==> src/rtl/port_sram_match_engine.sv <==
// ---------------------------------------------------------------------------
// port_sram_match_engine
//
// Picks an SRAM to take a packet of new_length pages headed to new_dest_port.
// An external scanner presents one SRAM's status per cycle (scan_sram,
// free_space, accessible, packet_amount). While a request is active the engine
// evaluates each presented SRAM and selects one according to match_mode.
//
// Handshake: match_enable is a level request. The requester raises it and
// holds it until match_state reads MATCHED (match_suc pulses once on that
// transition), then drops it to return the engine to IDLE. Dropping it while
// still MATCHING or OVERTIME aborts the request with no side effects.
//
// Ports
//   clk                 single clock
//   rst_n               asynchronous active-low reset
//   match_mode[1:0]     0 first fit, 1/3 best by amount then space, 2 best by space
//   match_threshold     evaluation window length (0 treated as 1)
//   match_enable        request level
//   viscous             prefer the previously matched SRAM when it qualifies
//   new_dest_port       destination port of the request (latched)
//   new_length          page count of the request (latched)
//   scan_sram           SRAM index whose status is presented this cycle
//   free_space          free pages of scan_sram
//   accessible          scan_sram may be written
//   packet_amount       queued packets of the latched port in scan_sram
//   match_state[1:0]    0 IDLE, 1 MATCHING, 2 MATCHED, 3 OVERTIME
//   match_suc           one-cycle pulse on entering MATCHED
//   matching_best_sram  selected SRAM index, only updated on entering MATCHED
// ---------------------------------------------------------------------------
module port_sram_match_engine #(
    parameter int SRAM_NUM = 32,
    parameter int IDX_W    = 5,
    parameter int PORT_W   = 4,
    parameter int LEN_W    = 9,
    parameter int SPACE_W  = 11,
    parameter int AMT_W    = 9,
    parameter int THR_W    = 5
) (
    input  logic               clk,
    input  logic               rst_n,
    input  logic [1:0]         match_mode,
    input  logic [THR_W-1:0]   match_threshold,
    input  logic               match_enable,
    input  logic               viscous,
    input  logic [PORT_W-1:0]  new_dest_port,
    input  logic [LEN_W-1:0]   new_length,
    input  logic [IDX_W-1:0]   scan_sram,
    input  logic [SPACE_W-1:0] free_space,
    input  logic               accessible,
    input  logic [AMT_W-1:0]   packet_amount,
    output logic [1:0]         match_state,
    output logic               match_suc,
    output logic [IDX_W-1:0]   matching_best_sram
);

    typedef enum logic [1:0] {
        ST_IDLE     = 2'd0,
        ST_MATCHING = 2'd1,
        ST_MATCHED  = 2'd2,
        ST_OVERTIME = 2'd3
    } state_e;

    // Free space and length are compared zero-extended to a common width.
    localparam int CMP_W = (SPACE_W > LEN_W) ? SPACE_W : LEN_W;

    // ------------------------------------------------------------------
    // Registers
    // ------------------------------------------------------------------
    state_e             state_q,      state_d;
    logic               suc_q,        suc_d;
    logic [IDX_W-1:0]   best_out_q,   best_out_d;
    logic [THR_W-1:0]   cnt_q,        cnt_d;
    logic               bv_q,         bv_d;       // window best is valid
    logic [IDX_W-1:0]   bidx_q,       bidx_d;     // window best index
    logic [AMT_W-1:0]   bamt_q,       bamt_d;     // window best packet amount
    logic [SPACE_W-1:0] bfree_q,      bfree_d;    // window best free space
    logic               last_valid_q, last_valid_d;
    logic [IDX_W-1:0]   last_sram_q,  last_sram_d;
    logic [PORT_W-1:0]  dest_q,       dest_d;
    logic [LEN_W-1:0]   len_q,        len_d;

    // ------------------------------------------------------------------
    // Per-cycle evaluation helpers
    // ------------------------------------------------------------------
    logic [CMP_W-1:0]   free_ext;
    logic [CMP_W-1:0]   len_ext;
    logic               in_range;
    logic               cand;
    logic               sticky_hit;
    logic [THR_W-1:0]   eff_thr;
    logic [THR_W:0]     cnt_inc;
    logic [THR_W-1:0]   cnt_sat;
    logic               window_end;
    logic               beats_best;
    logic               better;
    logic               take;
    logic [IDX_W-1:0]   take_idx;

    // The destination port is held for the status source, which keys
    // packet_amount on it; nothing inside the engine consumes it.
    logic unused_dest;
    assign unused_dest = ^dest_q;

    assign free_ext = CMP_W'(free_space);
    assign len_ext  = CMP_W'(len_q);

    // Indices past the last SRAM are never selectable.
    assign in_range = ({1'b0, scan_sram} < (IDX_W + 1)'(SRAM_NUM));
    assign cand     = accessible && in_range && (free_ext >= len_ext);

    assign sticky_hit = viscous && last_valid_q && (scan_sram == last_sram_q) && cand;

    assign eff_thr = (match_threshold == '0) ? THR_W'(1) : match_threshold;
    assign cnt_inc = {1'b0, cnt_q} + 1'b1;
    assign cnt_sat = (&cnt_q) ? cnt_q : cnt_inc[THR_W-1:0];
    // cnt_inc counts the current evaluation. Using >= means a threshold
    // lowered below the running count closes the window at once instead of
    // leaving it open until the counter saturates.
    assign window_end = (cnt_inc >= {1'b0, eff_thr});

    always_comb begin
        beats_best = 1'b0;
        if (match_mode == 2'd2) begin
            beats_best = (free_space > bfree_q);
        end else begin
            beats_best = (packet_amount > bamt_q) ||
                         ((packet_amount == bamt_q) && (free_space > bfree_q));
        end
    end

    // A candidate replaces the window best if there is none yet or it
    // strictly beats it; ties keep the earlier SRAM.
    assign better = cand && (!bv_q || beats_best);

    // ------------------------------------------------------------------
    // Next-state logic
    // ------------------------------------------------------------------
    always_comb begin
        state_d      = state_q;
        suc_d        = 1'b0;
        best_out_d   = best_out_q;
        cnt_d        = cnt_q;
        bv_d         = bv_q;
        bidx_d       = bidx_q;
        bamt_d       = bamt_q;
        bfree_d      = bfree_q;
        last_valid_d = last_valid_q;
        last_sram_d  = last_sram_q;
        dest_d       = dest_q;
        len_d        = len_q;
        take         = 1'b0;
        take_idx     = scan_sram;

        case (state_q)
            ST_IDLE: begin
                if (match_enable) begin
                    dest_d  = new_dest_port;
                    len_d   = new_length;
                    cnt_d   = '0;
                    bv_d    = 1'b0;
                    state_d = ST_MATCHING;
                end
            end

            ST_MATCHING: begin
                if (!match_enable) begin
                    state_d = ST_IDLE;
                end else begin
                    cnt_d = cnt_sat;
                    if (sticky_hit) begin
                        take     = 1'b1;
                        take_idx = scan_sram;
                    end else if (match_mode == 2'd0) begin
                        if (cand) begin
                            take     = 1'b1;
                            take_idx = scan_sram;
                        end else if (window_end) begin
                            state_d = ST_OVERTIME;
                        end
                    end else if (window_end) begin
                        // The closing evaluation still competes with the best.
                        if (better) begin
                            take     = 1'b1;
                            take_idx = scan_sram;
                        end else if (bv_q) begin
                            take     = 1'b1;
                            take_idx = bidx_q;
                        end else begin
                            state_d = ST_OVERTIME;
                        end
                    end else if (better) begin
                        bv_d    = 1'b1;
                        bidx_d  = scan_sram;
                        bamt_d  = packet_amount;
                        bfree_d = free_space;
                    end
                end
            end

            ST_OVERTIME: begin
                if (!match_enable) begin
                    state_d = ST_IDLE;
                end else if (cand) begin
                    take     = 1'b1;
                    take_idx = scan_sram;
                end
            end

            ST_MATCHED: begin
                if (!match_enable) begin
                    state_d = ST_IDLE;
                end
            end

            default: state_d = ST_IDLE;
        endcase

        if (take) begin
            state_d      = ST_MATCHED;
            suc_d        = 1'b1;
            best_out_d   = take_idx;
            last_sram_d  = take_idx;
            last_valid_d = 1'b1;
        end
    end

    // ------------------------------------------------------------------
    // State registers
    // ------------------------------------------------------------------
    always_ff @(posedge clk or negedge rst_n) begin
        if (!rst_n) begin
            state_q      <= ST_IDLE;
            suc_q        <= 1'b0;
            best_out_q   <= '0;
            cnt_q        <= '0;
            bv_q         <= 1'b0;
            bidx_q       <= '0;
            bamt_q       <= '0;
            bfree_q      <= '0;
            last_valid_q <= 1'b0;
            last_sram_q  <= '0;
            dest_q       <= '0;
            len_q        <= '0;
        end else begin
            state_q      <= state_d;
            suc_q        <= suc_d;
            best_out_q   <= best_out_d;
            cnt_q        <= cnt_d;
            bv_q         <= bv_d;
            bidx_q       <= bidx_d;
            bamt_q       <= bamt_d;
            bfree_q      <= bfree_d;
            last_valid_q <= last_valid_d;
            last_sram_q  <= last_sram_d;
            dest_q       <= dest_d;
            len_q        <= len_d;
        end
    end

    assign match_state        = state_q;
    assign match_suc          = suc_q;
    assign matching_best_sram = best_out_q;

endmodule

==> config.mk <==
export PLATFORM = sky130hd
export DESIGN_NAME = port_sram_match_engine
export DESIGN_NICKNAME = d
export VERILOG_FILES = /design/src/rtl/port_sram_match_engine.sv
export SDC_FILE = /design/constraint.sdc
export NUM_CORES = 1
export LEC_CHECK = 0
export BUFFER_PORTS_ARGS = -buffer_cell sky130_fd_sc_hd__clkbuf_2
export CAP_MARGIN = 20
export CORE_MARGIN = 4
export CORE_UTILIZATION = 45
export DETAILED_ROUTE_END_ITERATION = 16
export MAX_ROUTING_LAYER = met4
export PLACE_DENSITY = 0.63
export SYNTH_ARGS = -nofsm -noshare
export SYNTH_HDL_FRONTEND = slang
export SYNTH_SLANG_ARGS = --single-unit
==> constraint.sdc <==
create_clock -name clk -period 3.8 [get_ports clk]
set_input_delay 0.19 -clock clk [delete_from_list [all_inputs] [get_ports clk]]
set_output_delay 0.19 -clock clk [all_outputs]
set_load 0.005 [all_outputs]
==> impl_metrics.ini <==
[setup_path]
critPathMaxStageDelay_ns = 0.45
r2r-start = cnt_q[0]$_DFFE_PN0P_
end_kind = flip-flop
cp.buffers_inverters = 1
crit_chain = ha_1 -> and3_1 -> ha_1 -> ha_1 -> a21oi_1 -> o21ai_0 -> a31oi_1 -> nand3_1 -> a2111o_1 -> buf_4 -> mux2_4
cp_data_required_time_ns = 3.99
r2r_cells = 11
cp_max_fo = 16
crit_top_cell = ha_1
cp-startpoint = cnt_q[0]$_DFFE_PN0P_
crit_slowest_cell = dfrtp_1
path_delay_family = compound AO/OA/AOI/OAI gates
critical_path_depth = 11
worstSetupPathType = reg -> reg
cp.arrival_ns = 3.49
startpoint_type = flip-flop

[cells_and_area]
final_core_util_pct = 53.50
areaGrowthSynthToFinish_pct = 15.32
final_layout_size_suffix_gt1_share_pct = 26.83
layout_common_cells = clkbuf_2 (53), dfrtp_1 (49), inv_1 (44)
num_antenna_cells = 0
final_common_cell = clkbuf_2
fin_nets = 454

[power_and_ir_drop]
power_density_nw_per_um2 = 593.0
irDropWorstVdd_mv = 0.2878
p_leak_nw = 1.926

[routing]
drt_iter0_drc = 65
via_per_inst = 5.052
routedWlPerCell_um = 13.35
routed_wl_mm = 6.209
num_vias = 2349
postRouteAntennaNets = 0
first_pass_iters = 4
drc = 0

[timing]
final.setup.tns_ns = 0
setup-violations-final = 0
tightest_slew_ns = 0.5584
rsz0062_at_grt = no
fin_crit_ns = 3.298
timing.hold.ws_ns = 0.07755
min_period_over_period_pct = 86.80
drv_slew = 0
hold_viol = 0
finClkSkew_ns = 0.009316
clock.fmax_mhz = 303.2
maxSlewHeadroom_pct = 62.60

[cts]
cts_resized = 0
cts_tree = yes
cts_buffer_depth = 2
clock-sinks = 49
numCtsBuffers = 5
clk_latency_ns = 0.30
clkTransAtPathRegs_ns = 0.10
htree_levels = 2
clockRootBuffer = clkbuf_8

[die]
coreArea_um2 = 6832
design.portCount = 58
std_cell_rows = 30
die_y_um = 91.92
die_x_um = 91.92
start_util_pct = 46.39
dieArea_um2 = 8449

[yosys]
yosysSeqAreaShare_pct = 38.69
ys_types = 48
synth_nets = 395
synthCells = 309
syn_avg_cell_area_um2 = 10.26
ys_ff_latch = 49
async_reset_ff_share_pct = 100.0
synthesis.area_um2 = 3169
synth_edf_count = 0
synth-main-ff-cell = dfrtp_1
yosysWarnings = 0

[global_routing]
antenna_found_initial = 0
grt.overflow.total = 0
grt_max_degree = 32
grt_pass1_vias = 2474
grt.total_usage_pct = 16.74
grt_pass1_wl_mm = 11.35

[worst_hold_path]
min_from = new_length[7]
holdPathStages = 3
hold_path_class = in -> reg

[status]
run_status = completed

[placed_design]
dp_hpwl_mm = 4.910
port_buffers = 53
gp_congestion = 0.8046

[run]
cap_viol_max_count = 0
## synthesized netlist by cell type (3+ instances only)
cell      count  share of area (%)
inv_1        44                5.2
dfrtp_1      49                 39
a31oi_1       3               0.59
nand2_1      26                3.1
nand3_1       5               0.79
nor2_1       10                1.2
o221ai_1      5                1.4
or2_2         3               0.59
mux2_2        6                2.1
clkbuf_1      3               0.36
nand4_1       3               0.59
and2_1        3               0.59
nor4_1        3               0.59
a211oi_1      5                1.2
o21ai_0      22                3.5
a21o_1        4               0.95
mux2_4       20                9.5
xor2_1        5                1.4
ha_1         36                 14
o211ai_1      5                1.2
a21oi_1      12                1.9
nand2b_1      4               0.79
## per-layer routing
| metal | global-route usage, % | up-vias | part of all wire [%] |
|---|---|---|---|
| li1 | - | 1211 | - |
| met1 | 23.27 | 1091 | 51 |
| met3 | 2.789 | 6 | 3.6 |
| met4 | 3.960 | 0 | 0.97 |
| met5 | - | - | 0 |
| met2 | 25.73 | 41 | 44 |
## final cells by class
type / instances / area (um2)
clock buffer: 6 / 82.58
fill: 646 / 3177
clock inverter: 2 / 37.54
multi-input combinational: 209 / 1710
timing repair buffer: 59 / 312.8
inverter: 44 / 165.2
tap: 96 / 120.1
sequential: 49 / 1226
## where the power goes
group / total (mW) / switching, mW / internal, mW
clock: 0.394 / 0.180 / 0.214
sequential: 0.878 / 0.141 / 0.736
combinational: 0.896 / 0.408 / 0.488
total: 2.17 / 0.729 / 1.44
## cells by family (layout without fill, tap and decap cells)
family | Yosys count | count (layout) | synth area share, %
compound gates | 71 | 71 | 15.08
simple gates | 67 | 67 | 10.50
buf+inv | 51 | 111 | 7.343
flops | 49 | 49 | 38.69
fa+ha+maj | 36 | 36 | 14.21
mux | 28 | 28 | 12.24
xor+xnor | 7 | 7 | 1.935
## metrics by stage
stage | power [mW] | instances | setup slack, ns | cell area, um2
2_1_floorplan | 1.554 | 309 | 0.7745 | 3169
3_3_place_gp | 1.755 | 456 | 0.5251 | 3525
3_5_place_dp | 1.792 | 456 | 0.4952 | 3525
4_1_cts | 2.198 | 465 | 0.4991 | 3655
5_1_grt | 2.384 | 465 | 0.1878 | 3655
6_report | 2.167 | 465 | 0.5017 | 3655
## registers in the layout, summed over array words and instances (netlist names)
register / count
bamt_q: 9
bv_q: 1
last_sram_q: 5
match_suc: 1
bidx_q: 5
match_state: 2
bfree_q: 11
cnt_q: 5
last_valid_q: 1
len_q: 9
## repair_timing
action | 4_1_cts | 5_1_grt
setup endpoints to repair | 0 | 0
hold buffers | 1 | 0
buffers inserted | 0 | 0
endpoints found under the hold margin | 18 | 0
## worst min-delay path, cell delays in order
cell,delay (ns)
clkbuf_2,0.07
nand2_1,0.03
o21ai_0,0.05
## worst paths after layout
kind,endpoint,slack [ns]
setup reg to reg,bfree_q[7]$_DFFE_PN0P_,0.50
hold / removal,len_q[7]$_DFFE_PN0P_,0.08
hold reg to reg,last_valid_q$_DFFE_PN0P_,0.50
setup / recovery,bfree_q[7]$_DFFE_PN0P_,0.50
max in group asynchronous,bamt_q[0]$_DFFE_PN0P_,2.63
min in group asynchronous,len_q[1]$_DFFE_PN0P_,0.37
No activity file was read; power rests on OpenSTA's default activity.
